`src/rtl/local_traffic_gen.sv`:
```
// local_traffic_gen: traffic endpoint for one async_router tile's local port.
// Injects sequenced flits into the router, counts flits received at the
// local output, and flags received flits that are not addressed to this tile.
// Optional feature macro: TG_RAND_DEST_EN (LFSR-driven destinations).
// Width macros ADDR_SZ / PL_SZ / HDR_SZ default below if not set externally.

`ifndef ADDR_SZ
`define ADDR_SZ 4
`endif
`ifndef PL_SZ
`define PL_SZ 8
`endif
`ifndef HDR_SZ
`define HDR_SZ 4
`endif

module local_traffic_gen #(
    parameter int unsigned ADDR_W = `ADDR_SZ,
    parameter int unsigned PL_W   = `PL_SZ,
    parameter int unsigned HDR_W  = `HDR_SZ,
    parameter int unsigned FLIT_W = HDR_W + PL_W + ADDR_W
) (
    input  logic              clk,
    input  logic              reset,
    input  logic [ADDR_W-1:0] id,
    input  logic              enable,
    input  logic [7:0]        gap,
    input  logic [15:0]       max_flits,
    input  logic [ADDR_W-1:0] dest_in,
    output logic [FLIT_W-1:0] tx_data,
    output logic              tx_valid,
    input  logic              tx_busy,
    input  logic [FLIT_W-1:0] rx_data,
    input  logic              rx_valid,
    output logic              rx_busy,
    output logic              done,
    output logic [15:0]       sent_count,
    output logic [15:0]       recv_count,
    output logic [15:0]       err_count
);

    localparam int unsigned CNT_W = 16;
    localparam int unsigned GAP_W = 8;

    typedef enum logic [1:0] {
        IDLE  = 2'd0,
        GAP   = 2'd1,
        OFFER = 2'd2
    } state_t;

    state_t           state;
    logic [GAP_W-1:0] gcnt;
    logic             accept;
    logic [CNT_W-1:0] sent_nxt;
    logic [ADDR_W-1:0] dest_cur;
    logic [ADDR_W-1:0] dest_adv;
    logic             unused_rx;

    // Build a flit: zero header, sequence number payload, destination address
    function automatic logic [FLIT_W-1:0] make_flit(input logic [CNT_W-1:0] seq,
                                                     input logic [ADDR_W-1:0] dst);
        logic [PL_W-1:0] pl;
        pl = PL_W'(seq);
        return {{HDR_W{1'b0}}, pl, dst};
    endfunction

    assign accept    = (state == OFFER) && !tx_busy;
    assign sent_nxt  = sent_count + 16'd1;
    assign rx_busy   = 1'b0;
    assign unused_rx = ^rx_data[FLIT_W-1:ADDR_W];

`ifdef TG_RAND_DEST_EN
    logic [15:0] lfsr;
    logic [15:0] lfsr_nxt;

    // Fibonacci LFSR x^16+x^14+x^13+x^11+1, shift-right form
    assign lfsr_nxt = {lfsr[0] ^ lfsr[2] ^ lfsr[3] ^ lfsr[5], lfsr[15:1]};
    assign dest_cur = lfsr[ADDR_W-1:0];
    assign dest_adv = lfsr_nxt[ADDR_W-1:0];

    logic unused_dest;
    assign unused_dest = ^dest_in;

    // LFSR steps once per flit accepted by the router
    always_ff @(posedge clk or posedge reset) begin
        if (reset) begin
            lfsr <= 16'hACE1;
        end else if (accept) begin
            lfsr <= lfsr_nxt;
        end
    end
`else
    assign dest_cur = dest_in;
    assign dest_adv = dest_in;
`endif

    // Source FSM: pacing, offer/hold under backpressure, run length and done
    always_ff @(posedge clk or posedge reset) begin
        if (reset) begin
            state      <= IDLE;
            gcnt       <= '0;
            tx_valid   <= 1'b0;
            tx_data    <= '0;
            done       <= 1'b0;
            sent_count <= '0;
        end else begin
            if (!enable) begin
                done <= 1'b0;
            end
            case (state)
                IDLE: begin
                    if (enable && !done) begin
                        if (gap == 8'd0) begin
                            state    <= OFFER;
                            tx_valid <= 1'b1;
                            tx_data  <= make_flit(sent_count, dest_cur);
                        end else begin
                            state <= GAP;
                            gcnt  <= gap;
                        end
                    end
                end
                GAP: begin
                    if (!enable) begin
                        state <= IDLE;
                    end else if (gcnt == 8'd1) begin
                        state    <= OFFER;
                        tx_valid <= 1'b1;
                        tx_data  <= make_flit(sent_count, dest_cur);
                    end else begin
                        gcnt <= gcnt - 8'd1;
                    end
                end
                OFFER: begin
                    if (!tx_busy) begin
                        sent_count <= sent_nxt;
                        if ((max_flits != 16'd0) && (sent_nxt == max_flits)) begin
                            done     <= 1'b1;
                            state    <= IDLE;
                            tx_valid <= 1'b0;
                        end else if (!enable) begin
                            state    <= IDLE;
                            tx_valid <= 1'b0;
                        end else if (gap == 8'd0) begin
                            tx_data <= make_flit(sent_nxt, dest_adv);
                        end else begin
                            state    <= GAP;
                            gcnt     <= gap;
                            tx_valid <= 1'b0;
                        end
                    end
                end
                default: begin
                    state    <= IDLE;
                    tx_valid <= 1'b0;
                end
            endcase
        end
    end

    // Sink: count every delivered flit, saturating count of misrouted ones
    always_ff @(posedge clk or posedge reset) begin
        if (reset) begin
            recv_count <= '0;
            err_count  <= '0;
        end else if (rx_valid) begin
            recv_count <= recv_count + 16'd1;
            if ((rx_data[ADDR_W-1:0] != id) && (err_count != 16'hFFFF)) begin
                err_count <= err_count + 16'd1;
            end
        end
    end

endmodule

```
`config.mk`:
```
export PLATFORM = sky130hd
export DESIGN_NAME = local_traffic_gen
export DESIGN_NICKNAME = d
export VERILOG_FILES = /design/src/rtl/local_traffic_gen.sv
export SDC_FILE = /design/constraint.sdc
export NUM_CORES = 1
export LEC_CHECK = 0
export ABC_AREA = 0
export CORE_MARGIN = 2
export CORE_UTILIZATION = 53
export DETAILED_ROUTE_END_ITERATION = 7
export PLACE_DENSITY = 0.89
export SLEW_MARGIN = 30
export SYNTH_ARGS = -nofsm -noshare
export SYNTH_HDL_FRONTEND = slang
export SYNTH_SLANG_ARGS = --single-unit
export TNS_END_PERCENT = 50
```
`constraint.sdc`:
```
create_clock -name clk -period 4.75 [get_ports clk]
set_input_delay 0.475 -clock clk [delete_from_list [all_inputs] [get_ports clk]]
set_output_delay 0.475 -clock clk [all_outputs]
set_load 0.01 [all_outputs]
```
After elaboration in Yosys (flattened, before gate mapping):

Cells that the tools add are included.

* bitwise gates (word level): 1
* muxes and demuxes: 39
* reductions and logical operators: 14
* equal/unequal tests: 17
* $add $sub $neg: 4

Operator list (count)
* 16-bit 2-to-1 mux: 8
* 8-bit 2-to-1 mux: 7
* 16-bit by 1-bit adder with 16-bit output (second input constant): 3
* 16-bit one-hot mux with 3 select lines: 1
* 8-bit one-hot mux with 3 select lines: 1
* 16-bit equality test: 1
* 2-bit 2-to-1 mux: 8
* 16-bit != test (second input constant): 1
* 2-bit != test (second input constant): 8
* 16-bit nonzero test: 1
* 1-bit 2-to-1 mux: 12
* 9-bit AND reduction: 1
* 8-bit by 1-bit equality test with 1-bit output (second input constant): 1
* 8-bit logical NOT: 1
* 8-bit by 1-bit subtractor with 8-bit output (second input constant): 1
* 7-bit AND reduction: 1
* 2-bit one-hot mux with 3 select lines: 1
* 6-bit AND reduction: 1
* 4-bit by 3-bit != test with 1-bit output (second input constant): 1
* 4-bit != test: 1
* 2-bit AND reduction: 2
* 4-bit AND reduction: 1
* 1-bit logical AND: 3
* 3-bit != test (second input constant): 1
* other kinds (8): 8

* input bits: 53
* word-level logic and storage cells: 83
* output and inout bits: 67
* flip-flop bits (word level): 76

Longest topological paths before layout:

Gate-level depths: netlist of the first run.

* word-level depth: 6
* gate-level depth with buffers: 9
* gate-level depth less buffers: 8

Worst setup path before layout of the first run:

OpenSTA, ideal clock, no wires.

* path kind: register to register
* from: reg sent_count[1]
* to: reg tx_data[0]
* data required time: 4622 ps
* period minus slack after synthesis: 2850 ps
* data arrival time: 2722 ps
* path slack: 1900 ps
* stages on the path, launching flop included: 10
* path buffers: 1
* setup time: 128 ps
* cell sequence: dfrtp_1 ha_1 buf_2 nand3_2 nor4_1 mux2_2 nor4_4 nand4_4 nand2_4 mux2_1

* cells in the longest elaborated chain, start to end: 5

Ends and longest elaborated chain
* from (decl): line 37 `output logic [15:0] sent_count,`
* from (signal assigned): line 136 `sent_count <= sent_nxt;`
* 16-bit by 1-bit adder with 16-bit output: line 68 `assign sent_nxt = sent_count + 16'd1;`
* 16-bit equality test: line 137 `if ((max_flits != 16'd0) && (sent_nxt == max_flits)) begin`
* 1-bit logical AND: line 137
* 2-bit != test (no line)
* 9-bit AND reduction (no line)
* to (signal assigned): line 116 `tx_data <= make_flit(sent_count, dest_cur);`
* to (signal assigned): line 129 `tx_data <= make_flit(sent_count, dest_cur);`
* to (signal assigned): line 145 `tx_data <= make_flit(sent_nxt, dest_adv);`
* to (decl): line 30 `output logic [FLIT_W-1:0] tx_data,`

Every way passes these cells.
A chain may end at the register's enable or synchronous reset.

Worst setup path after layout of the first run:

* from: reg sent_count[0]
* to: reg tx_data[6]

* cells in the longest elaborated chain, start to end: 6
* elaborated cells on any way between the ends: 10
* those cells by class: add/sub: 1; eq/ne: 2; mux: 5; reduce/logical: 2

Ends and longest elaborated chain (line)
* 16-bit by 1-bit adder with 16-bit output (*): 68
* parallel branches: the longest is 5 deep, another holds 16-bit equality test

Every way passes the cells marked *. The select of a mux whose other input is x is not followed.

==> results.yml, run 1 <==
synth:
  synth_cell_types: 61
  synth_seq_cells: 72
  synth_top_family_by_area: "simple AND/OR/NAND/NOR gates"
  syn-cell-area_sq_um: 4330
  synth-xor-area-share_pct: 14.56
  synth-adder-area-share_pct: 1.445
  synth_seq_area_share_pct: 41.61
  synthArstFlopShare_pct: 100.0
  synth_cells: 445
  synth_compound_area_share_pct: 9.853
  yosys.area_share.simple_pct: 22.83
  synth_edf_count: 0
  synth_ff_type: "dfrtp_1"
  ys_warn_count: 0
  avgSynthCellArea_sq_um: 9.731
  synth_mux_area_share_pct: 4.825
clock_tree:
  tritoncts: "yes"
  insertion_delay_ps: 350
  cts_setup_buffers: 0
  cts_resized: 0
  cts_buffers: 9
  cts.sinks: 72
  clockBufferDepth: 2
  hold_buffers: 0
  htreeDepth: 3
  cts-root-buf: "clkbuf_8"
  path_clk_slew_ps: 80
setup_path:
  cp_max_fo: 10
  startpoint_type: "register"
  crit_type: "register to register"
  r2r_start: "sent_count[0]"
  r2r_slack_ps: 1430
  cp-startpoint: "sent_count[0]"
  critical_path_arrival_ps: 3540
  worstPathRequired_ps: 4970
  r2r-end: "tx_data[6]"
  crit_path_end_kind: "register"
  cp-endpoint: "tx_data[6]"
  reg2reg_depth: 8
die:
  initial_core_util_pct: 55.46
  row_count: 32
  io_pins: 120
  dieArea_sq_um: 8909
  die_width_um: 94.39
  die_y_um: 94.39
  core_area_sq_um: 7807
cells_and_area:
  fin_area_sq_um: 5600
  final_cell_count_no_fill: 646
  drive_gt1_share_pct: 7.721
  diodes: 0
  num-nets-final: 597
  final_core_util_pct: 71.73
  mostFrequentLayoutCell: "clkdlybuf4s50_1"
  final_cell_mix: "clkdlybuf4s50_1 (102), dfrtp_1 (72), nand2_1 (45), xnor2_1 (42), nor2_1 (40)"
  area_growth_pct: 29.33
sta:
  rsz0062_at_grt: "false"
  max_slew.worst_pin.slew_ps: 685.6
  drv_slew: 0
  timing.slew.headroom_pct: 54.20
  hold_viol: 0
  worst_slack_ps: 1433
  hold_ws_ps: 494.0
  skew_ps: 11.62
  fin_crit_sh_pct: 69.83
  min_period_ps: 3317
  finalSetupViolations: 0
  finalSetupTns_ps: 0
  fmax_mhz: 301.5
placement:
  place_area_sq_um: 5361
  dp_cells: 630
  dp_slack_ps: 1460
  port_buffers: 102
  gp_congestion: 0.8783
  dpl.hpwl_mm: 7.597
flow_run:
  cap_violations: 0
global_routing:
  track_usage_pct: 24.59
  antenna_found_initial: 0
  grt_max_degree: 44
  grt.overflow.total: 0
  grt_first_pass_wirelength_mm: 17.13
  grt_pass1_vias: 3609
power_and_ir_drop:
  cellPowerDensity_nw_per_um2: 406.0
  vdd_drop_max_mv: 0.3133
  leakagePower_nw: 2.318
  power.total_mw: 2.274
drt:
  first_pass_iters: 4
  wl_mm: 10.44
  drc: 0
  wl_per_cell_um: 16.16
  drtAntennaViolNets: 0
  drtIter0Drc: 184
  dr_total_vias: 3674
  via_per_inst: 5.687
worst_hold_path:
  hold_path_class: "register to register"
  hold_start: "recv_count[15]"
run_status:
  outcome: "complete, no violations"
==> worst min-delay path by stage <==
stage / to / slack (ps) / depth (start not counted)
final: recv_count[15] / 490 / 1
after global routing: recv_count[15] / 510 / 1
after CTS: tx_data[6] / 500 / 1
after detailed placement: tx_data[9] / 480 / 1
after global placement: recv_count[15] / 460 / 1
after floorplan: recv_count[15] / 500 / 1
==> registers in the layout, summed over array words and instances (netlist names) <==
signal      cells
gcnt            8
sent_count     16
tx_data        12
state           2
err_count      16
tx_valid        1
recv_count     16
done            1
==> cell usage after synthesis (2+ instances only) <==
cell type  instances  area (sq um)
nor2_1            40         150.1
o311a_1            3         30.03
xor2_1            30         262.8
mux2_1             9         101.4
clkbuf_1           9         33.78
a21oi_1           14         70.07
ha_1               5         62.56
nor4_1            11         68.82
nand3_2            2         20.02
nand2_1           45         168.9
o211ai_1           2         15.01
buf_2              3         15.01
mux2i_1            4         40.04
inv_1             18         67.56
o31ai_1            2         15.01
nand3b_1           2         15.01
o21ai_0            6         30.03
dfrtp_1           72          1802
xnor2_1           42         367.9
nor2b_1            3         18.77
and3_1             7         43.79
or3_1              2         12.51
nand2b_1           6         37.54
a31oi_1            8         50.05
buf_4             10         75.07
o221ai_1           3         26.28
mux2_2             6         67.56
nand4_1           16         100.1
nand4_4            4         85.08
or2_2              4         25.02
and4_1             2         17.52
o2111ai_1          2         17.52
nand3_1           13         65.06
a211oi_1           2         15.01
a2111oi_4          2         55.05
and2_1             3         18.77
nor3_1             9         45.04
==> routing by layer <==
layer  wire, um  up-vias  part of all wire, %  global-route usage, %
met2       5125      141                   49                  40.24
met1       4437     1774                   42                  31.72
li1           -     1741                    -                      -
met4        165        0                  1.6                  9.420
met5          0        -                    0                      0
met3        713       18                  6.8                  5.986
==> worst max-delay path, cell delays in order (launching register included) <==
cell and delay [ps]:
dfrtp_1 570, ha_1 390, nand3_2 230, nor4_1 360, mux2_2 400, nor4_4 410
nand4_4 260, nand2_4 240, mux2_1 340
==> cell families (layout without fill, tap and decap cells) <==
logic type               Yosys count  in the layout
AND/OR/NAND/NOR                  178            178
AO/OA/AOI/OAI                     56             56
flip-flops                        72             72
XOR/XNOR                          72             72
other                              1              5
multiplexers                      19             19
adder cells (fa/ha/maj)            5              5
buffers and inverters             42            137
==> report_power, final <==
part | switching, mW | internal [mW] | total (mW) | leakage (nW)
registers | 0.172 | 0.756 | 0.928 | 0.931
clock network | 0.240 | 0.340 | 0.580 | 0.123
logic | 0.361 | 0.405 | 0.766 | 1.26
==> final cells by class <==
type	count	area (sq um)
Clock buffer	12	165.2
Clock inverter	4	73.82
Fill cell	573	2207
Inverter	18	67.56
Multi-Input combinational cell	335	2336
Sequential cell	72	1802
Tap cell	102	127.6
Timing Repair Buffer	103	1028
No activity file was read; power rests on OpenSTA's default activity.
==> run 2: changes to the inputs <==
--- a/config.mk
+++ b/config.mk
@@ -7,9 +7,9 @@
 export LEC_CHECK = 0
 export ABC_AREA = 0
 export CORE_MARGIN = 2
-export CORE_UTILIZATION = 53
+export CORE_UTILIZATION = 49
 export DETAILED_ROUTE_END_ITERATION = 7
-export PLACE_DENSITY = 0.89
+export PLACE_DENSITY = 0.83
 export SLEW_MARGIN = 30
 export SYNTH_ARGS = -nofsm -noshare
 export SYNTH_HDL_FRONTEND = slang
==> constraint.sdc (replaced) <==
create_clock -name clk -period 3.35 [get_ports clk]
set_input_delay 0.335 -clock clk [delete_from_list [all_inputs] [get_ports clk]]
set_output_delay 0.335 -clock clk [all_outputs]
set_load 0.01 [all_outputs]
==> results.yml, run 2 (synthesis results as in run 1) <==
sta:
  skew_ps: 9.622
  worst_slack_ps: 269.8
  rsz0062_at_grt: "false"
  hold_viol: 0
  fin_crit_sh_pct: 91.95
  timing.slew.headroom_pct: 48.85
  max_slew.worst_pin.slew_ps: 760.8
  min_period_ps: 3080
  finalSetupTns_ps: 0
  fmax_mhz: 324.7
  drv_slew: 0
  finalSetupViolations: 0
  hold_ws_ps: 464.8
clock_tree:
  hold_buffers: 0
  cts_resized: 0
  cts.sinks: 72
  htreeDepth: 3
  cts-root-buf: "clkbuf_8"
  insertion_delay_ps: 360
  clockBufferDepth: 2
  cts_setup_buffers: 0
  path_clk_slew_ps: 80
  tritoncts: "yes"
  cts_buffers: 9
cells_and_area:
  final_cell_mix: "clkdlybuf4s50_1 (102), dfrtp_1 (72), nand2_1 (45), xnor2_1 (42), nor2_1 (40)"
  mostFrequentLayoutCell: "clkdlybuf4s50_1"
  num-nets-final: 600
  diodes: 0
  final_cell_count_no_fill: 655
  area_growth_pct: 29.15
  drive_gt1_share_pct: 8.044
  largest_registers: "err_count: 16 flops, recv_count: 16 flops, sent_count: 16 flops"
drt:
  via_per_inst: 5.484
  first_pass_iters: 4
  drc: 0
  drtIter0Drc: 186
  dr_total_vias: 3592
  wl_per_cell_um: 15.68
  wl_mm: 10.27
  drtAntennaViolNets: 0
power_and_ir_drop:
  cellPowerDensity_nw_per_um2: 554.3
  vdd_drop_max_mv: 0.3876
  power.total_mw: 3.100
  leakagePower_nw: 2.299
die:
  die_width_um: 98.01
  die_y_um: 98.01
  dieArea_sq_um: 9606
  row_count: 34
  io_pins: 120
  initial_core_util_pct: 50.14
  core_area_sq_um: 8636
global_routing:
  grt_first_pass_wirelength_mm: 17.40
  antenna_found_initial: 0
  grt_pass1_vias: 3574
  track_usage_pct: 22.21
  grt.overflow.total: 0
  grt_max_degree: 73
setup_path:
  r2r_start: "sent_count[1]"
  cp_max_fo: 10
  crit_path_end_kind: "register"
  crit_type: "register to register"
  startpoint_type: "register"
  critical_path_arrival_ps: 3310
  worstPathRequired_ps: 3580
  cp-startpoint: "sent_count[1]"
placement:
  gp_congestion: 0.9099
  port_buffers: 102
  dp_slack_ps: 263.1
  dpl.hpwl_mm: 7.569
  dp_cells: 639
worst_hold_path:
  hold_path_class: "primary input to async pin"
flow_run:
  cap_violations: 0
run_status:
  outcome: "complete, no violations"
run 2: changes by cell type in the layout (fill, tap and decap cells not counted), moves of 2 or more:
cell / previous run / this run
buf_4: 1 / 3
clkinv_4: 0 / 2
clkbuf_8: 12 / 9
clkinvlp_4: 0 / 3
run 2: metal layers:
layer / share of wire [%] / track usage [%]
met2: 47 / 35.14
met1: 44 / 29.21
met3: 7.5 / 6.729
met5: 0 / 0
met4: 1.6 / 7.585
run 2: final cells by class:
| cell class | count | area (sq um) |
|---|---|---|
| multi-input cells | 335 | 2336 |
| inverters | 18 | 67.56 |
| clock inverters | 6 | 70.07 |
| flip-flops and latches | 72 | 1802 |
| fillers | 688 | 3043 |
| clock buffers | 10 | 127.6 |
| repair buffers | 106 | 1055 |
| well taps | 108 | 135.1 |
run 2: final timing paths:
path	end	cells after the start	slack, ps
max reg2reg	tx_data[0]	8	270
max in group asynchronous	err_count[3]	3	2450
min in group clk	recv_count[15]	1	470
min	recv_count[2]	3	460
min reg2reg	recv_count[15]	1	470
max	tx_data[0]	8	270
run 2: power breakdown:
group | switching (mW) | internal (mW) | total, mW
clock | 0.354 | 0.346 | 0.701
combinational | 0.507 | 0.583 | 1.09
sequential | 0.237 | 1.07 | 1.31
total | 1.10 | 2.00 | 3.10
run 2: stage by stage:
step                instance area, sq um  util [%]
finish                              5593     64.76
floorplan                           4345         -
CTS                                 5589     64.72
global placement                    5391     62.43
global route                        5593     64.76
detailed placement                  5391     62.43
run 2: critical path, stage by stage, from the launching register on:
cell	delay, ps
dfrtp_1	490
ha_1	380
nand3_2	120
nor4_1	310
mux2_2	390
nor4_4	430
nand4_4	260
nand2_4	230
mux2_1	340
